### src/rtl/bus_pkg.sv
// Shared constants and helpers for the CPU bus fabric and its address decoders.
package bus_pkg;

   localparam int DW          = 32;
   localparam int NSLAVE_DEF  = 11;
   localparam int SEL_HI_DEF  = 31;
   localparam int SEL_LO_DEF  = 24;
   localparam int TIMEOUT_DEF = 255;

   localparam int MOD_ROM      = 0;
   localparam int MOD_RAM      = 1;
   localparam int MOD_UART     = 2;
   localparam int MOD_SWITCHES = 3;
   localparam int MOD_LEDS     = 4;
   localparam int MOD_PLPID    = 8;
   localparam int MOD_TIMER    = 9;
   localparam int MOD_SSEG     = 10;

   // Data returned for unmapped accesses and watchdog-forced completions.
   localparam logic [DW-1:0] ERR_DATA = '0;

   function automatic logic [DW-1:0] sel_mask(input int hi, input int lo);
      logic [DW-1:0] m;
      for (int i = 0; i < DW; i++) begin
         m[i] = (i >= lo) && (i <= hi);
      end
      return m;
   endfunction

endpackage

### src/rtl/bus_decode.sv
// Address decoder: extracts the slot index, flags unmapped slots, and zeroes
// the select field to form the slave-relative address.
module bus_decode
   import bus_pkg::*;
#(
   parameter int NSLAVE = NSLAVE_DEF,
   parameter int SEL_HI = SEL_HI_DEF,
   parameter int SEL_LO = SEL_LO_DEF,
   parameter int SW     = SEL_HI - SEL_LO + 1
) (
   input  logic [DW-1:0] i_addr,
   output logic [SW-1:0] o_slot,
   output logic          o_mapped,
   output logic [DW-1:0] o_eff_addr
);

   localparam logic [DW-1:0] SEL_MASK = sel_mask(SEL_HI, SEL_LO);

   assign o_slot     = i_addr[SEL_HI:SEL_LO];
   assign o_mapped   = int'(o_slot) < NSLAVE;
   assign o_eff_addr = i_addr & ~SEL_MASK;

endmodule

### src/rtl/bus_fabric.sv
// CPU bus fabric: decodes instruction and data addresses onto NSLAVE slots with
// ready handshake, I/D collision serialisation, stall watchdog and sticky errors.
module bus_fabric
   import bus_pkg::*;
#(
   parameter int NSLAVE  = NSLAVE_DEF,
   parameter int SEL_HI  = SEL_HI_DEF,
   parameter int SEL_LO  = SEL_LO_DEF,
   parameter int TIMEOUT = TIMEOUT_DEF
) (
   input  logic                 clk,
   input  logic                 rst,
   input  logic [DW-1:0]        cpu_iaddr,
   input  logic [DW-1:0]        cpu_daddr,
   input  logic                 cpu_dreq,
   input  logic                 cpu_drw,
   input  logic [DW-1:0]        cpu_bus_data,
   output logic [DW-1:0]        bus_cpu_inst,
   output logic [DW-1:0]        bus_cpu_data,
   output logic                 cpu_stall,
   output logic                 bus_err,
   output logic [DW-1:0]        err_addr,
   input  logic                 err_clr,
   output logic [NSLAVE-1:0]    slv_ie,
   output logic [NSLAVE-1:0]    slv_de,
   output logic [DW-1:0]        slv_iaddr,
   output logic [DW-1:0]        slv_daddr,
   output logic                 slv_drw,
   output logic [DW-1:0]        slv_wdata,
   input  logic [DW*NSLAVE-1:0] slv_idata,
   input  logic [DW*NSLAVE-1:0] slv_ddata,
   input  logic [NSLAVE-1:0]    slv_ready
);

   localparam int SW    = SEL_HI - SEL_LO + 1;
   localparam int SCW_T = $clog2(TIMEOUT + 1);
   localparam int SCW   = (SCW_T < 8) ? 8 : SCW_T;

   logic [SW-1:0]  w_imod, w_dmod;
   logic           w_imapped, w_dmapped;
   logic           r_i_done, r_d_done;
   logic [DW-1:0]  r_i_hold, r_d_hold;
   logic [SCW-1:0] r_scnt;
   logic           r_bus_err;
   logic [DW-1:0]  r_err_addr;

   logic           w_conf, w_i_act, w_d_act, w_timeout;
   logic           w_i_rdy, w_d_rdy, w_i_cmp, w_d_cmp;
   logic [DW-1:0]  w_i_live, w_d_live, w_i_rd, w_d_rd;
   logic           w_stall, w_err_new, w_err_use_d;

   bus_decode #(.NSLAVE(NSLAVE), .SEL_HI(SEL_HI), .SEL_LO(SEL_LO)) u_idec (
      .i_addr     (cpu_iaddr),
      .o_slot     (w_imod),
      .o_mapped   (w_imapped),
      .o_eff_addr (slv_iaddr)
   );

   bus_decode #(.NSLAVE(NSLAVE), .SEL_HI(SEL_HI), .SEL_LO(SEL_LO)) u_ddec (
      .i_addr     (cpu_daddr),
      .o_slot     (w_dmod),
      .o_mapped   (w_dmapped),
      .o_eff_addr (slv_daddr)
   );

   assign slv_drw   = cpu_drw;
   assign slv_wdata = cpu_bus_data;

   // Data wins a collision on a single-ported slave; I waits until D is done.
   assign w_conf    = cpu_dreq && w_dmapped && (w_imod == w_dmod);
   assign w_i_act   = !r_i_done && !(w_conf && !r_d_done);
   assign w_d_act   = cpu_dreq && !r_d_done;
   assign w_timeout = (r_scnt == SCW'(TIMEOUT));

   // NOTE: every signal assigned in always_comb gets a default first so no path
   // leaves it unassigned, which would otherwise infer a latch.
   always_comb begin
      w_i_live = '0;
      w_d_live = '0;
      w_i_rdy  = !w_imapped;
      w_d_rdy  = !w_dmapped;
      for (int k = 0; k < NSLAVE; k++) begin
         if (w_imapped && int'(w_imod) == k) begin
            w_i_live = slv_idata[k*DW +: DW];
            w_i_rdy  = slv_ready[k];
         end
         if (w_dmapped && int'(w_dmod) == k) begin
            w_d_live = slv_ddata[k*DW +: DW];
            w_d_rdy  = slv_ready[k];
         end
      end
   end

   assign w_i_cmp = (w_i_act && w_i_rdy) || (w_timeout && !r_i_done);
   assign w_d_cmp = (w_d_act && w_d_rdy) || (w_timeout && w_d_act);

   // A watchdog-forced completion returns ERR_DATA, not whatever the slave shows.
   assign w_i_rd = (w_timeout && !(w_i_act && w_i_rdy)) ? ERR_DATA : w_i_live;
   assign w_d_rd = (w_timeout && !(w_d_act && w_d_rdy)) ? ERR_DATA : w_d_live;

   assign bus_cpu_inst = r_i_done ? r_i_hold : w_i_rd;
   assign bus_cpu_data = r_d_done ? r_d_hold : w_d_rd;

   assign w_stall   = !((r_i_done || w_i_cmp) &&
                        (r_d_done || !cpu_dreq || w_d_cmp));
   assign cpu_stall = !rst && w_stall;

   always_comb begin
      slv_ie = '0;
      slv_de = '0;
      for (int k = 0; k < NSLAVE; k++) begin
         slv_ie[k] = !rst && w_i_act && w_imapped && (int'(w_imod) == k);
         slv_de[k] = !rst && w_d_act && w_dmapped && (int'(w_dmod) == k);
      end
   end

   assign w_err_use_d = w_d_act && (!w_dmapped || w_timeout);
   assign w_err_new   = w_err_use_d || (w_i_act && !w_imapped) || w_timeout;

   // NOTE: sequential state uses non-blocking assignments only, so every
   // register samples pre-edge values regardless of statement order.
   always_ff @(posedge clk) begin
      if (rst) begin
         r_i_done   <= 1'b0;
         r_d_done   <= 1'b0;
         r_i_hold   <= '0;
         r_d_hold   <= '0;
         r_scnt     <= '0;
         r_bus_err  <= 1'b0;
         r_err_addr <= '0;
      end else begin
         if (!w_stall) begin
            r_i_done <= 1'b0;
            r_d_done <= 1'b0;
            r_scnt   <= '0;
         end else begin
            if (w_i_cmp) begin
               r_i_done <= 1'b1;
               r_i_hold <= w_i_rd;
            end
            if (w_d_cmp) begin
               r_d_done <= 1'b1;
               r_d_hold <= w_d_rd;
            end
            r_scnt <= r_scnt + SCW'(1);
         end

         // A new error outranks a simultaneous clear and reloads the address.
         if (w_err_new) begin
            r_bus_err <= 1'b1;
            if (!r_bus_err || err_clr) begin
               r_err_addr <= w_err_use_d ? cpu_daddr : cpu_iaddr;
            end
         end else if (err_clr) begin
            r_bus_err <= 1'b0;
         end
      end
   end

   assign bus_err  = r_bus_err;
   assign err_addr = r_err_addr;

endmodule

### config.mk
export PLATFORM = sky130hd
export DESIGN_NAME = bus_fabric
export DESIGN_NICKNAME = d
export VERILOG_FILES = /design/src/rtl/bus_pkg.sv /design/src/rtl/bus_decode.sv /design/src/rtl/bus_fabric.sv
export SDC_FILE = /design/constraint.sdc
export NUM_CORES = 1
export LEC_CHECK = 0
export ABC_CLOCK_PERIOD_IN_PS = 4460
export CAP_MARGIN = 0
export CORE_AREA = 2 2 404 406
export DETAILED_ROUTE_END_ITERATION = 6
export DIE_AREA = 0 0 406 408
export PLACE_DENSITY = 0.32
export SLEW_MARGIN = 25
export SYNTH_ARGS = -nofsm -noshare
export SYNTH_HDL_FRONTEND = slang
export SYNTH_SLANG_ARGS = --single-unit
### constraint.sdc
create_clock -name clk -period 4.46 [get_ports clk]
set_input_delay 0.892 -clock clk [delete_from_list [all_inputs] [get_ports clk]]
set_output_delay 0.892 -clock clk [all_outputs]
set_load 0.02 [all_outputs]
==> report_table.html <==
<table>
<tr><th>Metric</th><th>Value</th></tr>
<tr><th colspan="2">Critical path</th></tr>
<tr><td>Setup crit start kind</td><td>input pin</td></tr>
<tr><td>Setup slack of the worst register-to-register path</td><td>1460 ps</td></tr>
<tr><td>Reg-to-reg startpoint</td><td>r_scnt[0]</td></tr>
<tr><td>Crit-path leading delay family</td><td>buffers and inverters</td></tr>
<tr><td>Kind of capture point of the worst setup path</td><td>output pin</td></tr>
<tr><td>Cell with the largest stage delay on the worst path</td><td>or4_4</td></tr>
<tr><td>Cell breakdown of the critical path</td><td>clkbuf_2, or4_4, buf_12, buf_12, nor3_4, bufbuf_16, buf_4, nand2_1, nand3_1, a211oi_4, buf_12, o31ai_4, buf_12</td></tr>
<tr><td>Buffers plus inverters on the worst setup path</td><td>7</td></tr>
<tr><td>Reg2reg end</td><td>r_i_hold[23]</td></tr>
<tr><td>Type of the worst setup path</td><td>in -&gt; out</td></tr>
<tr><td>Crit path largest cell delay</td><td>590 ps</td></tr>
<tr><td>Maximum net fanout on the critical path</td><td>6</td></tr>
<tr><td>Required @ worst endpoint</td><td>3570 ps</td></tr>
<tr><td>Length in cells of the worst reg-to-reg path</td><td>7</td></tr>
<tr><td>Most frequent cell on the critical path</td><td>buf_12</td></tr>
<tr><td>Crit path DAT</td><td>about 3600 ps</td></tr>
<tr><th colspan="2">STA</th></tr>
<tr><td>Unrepaired setup endpoints after global routing</td><td>yes</td></tr>
<tr><td>Final number of setup-violating endpoints</td><td>0</td></tr>
<tr><td>Count of pins over their slew limit</td><td>0</td></tr>
<tr><td>Final period util</td><td>99.7%</td></tr>
<tr><td>FMAX</td><td>225 MHz</td></tr>
<tr><td>Worst hold margin</td><td>479 ps</td></tr>
<tr><td>Setup TNS</td><td>0 ps</td></tr>
<tr><td>Time the worst path needs with I/O delays and setup</td><td>4450 ps</td></tr>
<tr><td>Headroom to the max-slew limit</td><td>a little over a third</td></tr>
<tr><td>Post-Route Skew</td><td>approximately 26 ps</td></tr>
<tr><td>Number of hold violations in the final report</td><td>0</td></tr>
<tr><td>Pin slew with the least headroom to its limit</td><td>approximately 960 ps</td></tr>
<tr><th colspan="2">Logic synthesis</th></tr>
<tr><td>Commonest cells in the netlist</td><td>157 x nand2_1, 127 x a21oi_1, 110 x buf_4</td></tr>
<tr><td>Number of distinct library cell variants in the gate-level netlist after synthesis</td><td>86</td></tr>
<tr><td>Gate count after technology mapping</td><td>1771</td></tr>
<tr><td>Warning count from the yosys run</td><td>0</td></tr>
<tr><td>Most area-hungry cell type in the Yosys netlist</td><td>dfxtp_1</td></tr>
<tr><td>Most used standard cell by instance count after synthesis</td><td>nand2_1</td></tr>
<tr><td>Number of enable-type register cells in the synthesized netlist</td><td>0</td></tr>
<tr><td>Sequential element share of the synthesized area</td><td>between 15 and 20%</td></tr>
<tr><td>Top post-synthesis cells by area</td><td>dfxtp_1 16%, mux2i_1 6.6%, buf_4 6.1%</td></tr>
<tr><td>Yosys reg bits</td><td>roughly 110</td></tr>
<tr><td>Async SR Flop Fraction</td><td>0%</td></tr>
<tr><td>Top FF cell, synth</td><td>dfxtp_1</td></tr>
<tr><td>Fraction of synthesized cell area taken by the top area cell type</td><td>15.8%</td></tr>
<tr><td>Mapped cell area</td><td>13600 um2</td></tr>
<tr><td>Mean area per synthesized cell</td><td>roughly 7.7 um2</td></tr>
<tr><th colspan="2">GRT</th></tr>
<tr><td>GRT Max-Usage Layer</td><td>met2</td></tr>
<tr><td>Global-route wire length before repair</td><td>between 200000 and 250000 um</td></tr>
<tr><td>Global routing usage summed across all routing layers</td><td>18.0%</td></tr>
<tr><td>Fraction of met3 tracks used by global routing</td><td>5.74%</td></tr>
<tr><td>Vias in the first global route</td><td>21200</td></tr>
<tr><td>Global route total overflow</td><td>0</td></tr>
<tr><td>Met1 track utilization from global routing</td><td>22.2%</td></tr>
<tr><td>Maximum number of pins on one net before global-route repair</td><td>65</td></tr>
<tr><td>Met2 layer usage reported by global route</td><td>29.7%</td></tr>
<tr><td>Number of antenna violations at the first check in global routing</td><td>~80</td></tr>
<tr><th colspan="2">Clock tree</th></tr>
<tr><td>Number of buffers added by the clock tree synthesis step</td><td>9</td></tr>
<tr><td>Worst-skew pair later-pin latency</td><td>440 ps</td></tr>
<tr><td>Clock transition at the register clock pins on the worst setup and hold paths after CTS</td><td>80 ps</td></tr>
<tr><td>Number of buffers between clock root and the deepest sink</td><td>2</td></tr>
<tr><td>H-tree depth reported by CTS</td><td>3</td></tr>
<tr><td>Clock sink count</td><td>between 100 and 150</td></tr>
<tr><td>Library cell used as clock root buffer</td><td>clkbuf_16</td></tr>
<tr><td>Clock tree from TritonCTS</td><td>built</td></tr>
<tr><th colspan="2">Outcome</th></tr>
<tr><td>Run status</td><td>complete, no violations</td></tr>
<tr><th colspan="2">Placed design</th></tr>
<tr><td>Port buffer count</td><td>950</td></tr>
<tr><td>Dpl hpwl</td><td>129000 um</td></tr>
<tr><td>Routability cong.</td><td>~1</td></tr>
<tr><th colspan="2">Power</th></tr>
<tr><td>Leakage Power</td><td>11.2 nW</td></tr>
<tr><td>PwrDens</td><td>136 nW/um2</td></tr>
<tr><td>Largest voltage drop on the vdd net</td><td>0.227 mV</td></tr>
<tr><td>Total power after layout</td><td>4.22 mW</td></tr>
<tr><th colspan="2">Run</th></tr>
<tr><td># Max-Cap Violations</td><td>0</td></tr>
<tr><th colspan="2">Finish</th></tr>
<tr><td>Final Core Density</td><td>19.2%</td></tr>
<tr><td>Share of cells above drive strength 1</td><td>between 20 and 30%</td></tr>
<tr><td>Area Growth Syn to Fin</td><td>128%</td></tr>
<tr><td>Count of nets after finishing</td><td>3759</td></tr>
<tr><th colspan="2">Min path</th></tr>
<tr><td>Worst hold path stage count</td><td>2</td></tr>
<tr><td>End of the worst hold path</td><td>r_d_hold[4]</td></tr>
<tr><td>Startpoint of the lowest-slack hold path</td><td>r_d_hold[4]</td></tr>
<tr><td>Worst min-delay path category</td><td>reg -&gt; reg</td></tr>
<tr><th colspan="2">Die</th></tr>
<tr><td>Die area</td><td>166000 um2</td></tr>
<tr><td>Die boundary height</td><td>408 um</td></tr>
<tr><td>Number of top-level design ports</td><td>1033</td></tr>
<tr><td>Row cnt</td><td>148</td></tr>
<tr><td>Area of the core</td><td>162000 um2</td></tr>
<tr><td>Initial cell density of the core</td><td>8.40%</td></tr>
<tr><td>Chip width</td><td>406 um</td></tr>
<tr><th colspan="2">Detailed routing</th></tr>
<tr><td>Number of search-and-repair iterations in the first detailed-routing pass</td><td>5</td></tr>
<tr><td>Final routed wirelength across all metal layers</td><td>155000 um</td></tr>
<tr><td>Final ANT Viol Nets</td><td>0</td></tr>
<tr><td>Post-detailed-route wirelength per cell</td><td>30.0 um</td></tr>
<tr><td>Initial detailed-routing violation count</td><td>1433</td></tr>
<tr><td>DR vias</td><td>20500</td></tr>
<tr><td>DRC violations left</td><td>0</td></tr>
<tr><td>Vias per inst</td><td>between 3 and 4</td></tr>
</table>
-- through the flow --
stage               area, um2  instances  setup slack, ps
floorplan               13600       1786              455
global placement        28500       5024            -2470
detailed placement      28500       5025             -998
CTS                     30700       5119            -5.10
global route            31000       5142            -27.3
finish                  31000       5161             14.8
-- registers in the layout, indices dropped and copies added, names as in the netlist --
register,count
bus_err,1
err_addr,32
r_d_done,1
r_d_hold,32
r_i_done,1
r_i_hold,32
r_scnt,8
-- layer usage --
metal	vias to the layer above	share of wire, %
met4	38	2.5
met2	940	47
li1	9216	-
met1	10200	42
met3	171	8.5
met5	-	0.15
-- worst min-delay path: stages (launching register included) --
cell     delay [ps]
dfxtp_1         320
nand2_1          50
mux2i_1          60
-- power breakdown --
group / switching (mW) / leakage (nW) / internal [mW]
Sequential: 0.0243 / 0.875 / 1.00
Combinational: 1.03 / 10.2 / 1.18
Clock: 0.566 / 0.154 / 0.413
-- cells by family (layout without fill, tap and decap cells) --
group | count (synthesis) | after routing | share of synthesized area (%)
and+or+nand+nor | 490 | 490 | 18.5
buffers and inverters | 308 | 1469 | 12.6
DFF | 107 | 107 | 15.8
adders and majority gates | 1 | 1 | 0.0921
muxes | 141 | 141 | 13.4
other | 1 | 55 | 0.0276
xor gates and xnor gates | 14 | 14 | 0.903
AOI/OAI and AO/OA | 709 | 709 | 38.6
-- how the worst max path moves through the flow --
stage,start,endpoint,depth (start not counted)
finish,cpu_daddr[28],bus_cpu_data[1],13
global placement,cpu_daddr[28],bus_cpu_data[27],11
detailed placement,cpu_daddr[28],bus_cpu_data[6],12
CTS,cpu_daddr[31],bus_cpu_data[27],12
global route,cpu_iaddr[30],bus_cpu_inst[6],16
floorplan,cpu_iaddr[30],bus_cpu_inst[20],9
-- repair_timing --
item                                    in CTS  in global routing
endpoints found under the setup margin      74                 54
cloned                                      12                  1
endpoints found under the hold margin        0                  0
setup buffers                               71                  7
gates resized for setup                    256                 85
pin swaps                                   73                 39
hold buffers                                 0                  0
-- area by class of cell --
| class | instances | area [um2] |
|---|---|---|
| Fill cell | 18200 | 131000 |
| Timing Repair Buffer | 1434 | 14800 |
| Inverter | 19 | 71.3 |
| Tap cell | 2175 | 2720 |
| Clock buffer | 9 | 225 |
| Sequential cell | 107 | 2140 |
| Multi-Input combinational cell | 1371 | 10800 |
| Antenna cell | 39 | 97.6 |
| Clock inverter | 7 | 93.8 |
-- cells in the final DEF, fill, tap and decap left out, types with 11 or more instances in the layout --
cell,n
xor2_1,11
a22oi_1,58
o311ai_0,40
mux4_2,31
nor2b_1,39
o22ai_1,12
mux2i_1,89
nor3_1,42
diode_2,39
conb_1,16
nor2_1,72
a211oi_2,33
a2bb2oi_1,11
nor3_4,18
a32oi_1,11
o31ai_1,34
dfxtp_1,105
o21ai_2,19
nand3_1,33
clkdlybuf4s50_1,855
buf_4,387
a31oi_1,20
a21o_1,11
a211oi_1,25
inv_1,17
nand2b_1,28
o211ai_1,22
buf_6,37
o41ai_1,25
mux2_2,21
o21ai_1,16
o21ai_0,49
nand2_1,154
o2bb2ai_1,15
o221ai_1,19
buf_12,117
a22o_1,21
a21oi_1,116
Note: power is estimated with default switching activity, not from simulation.
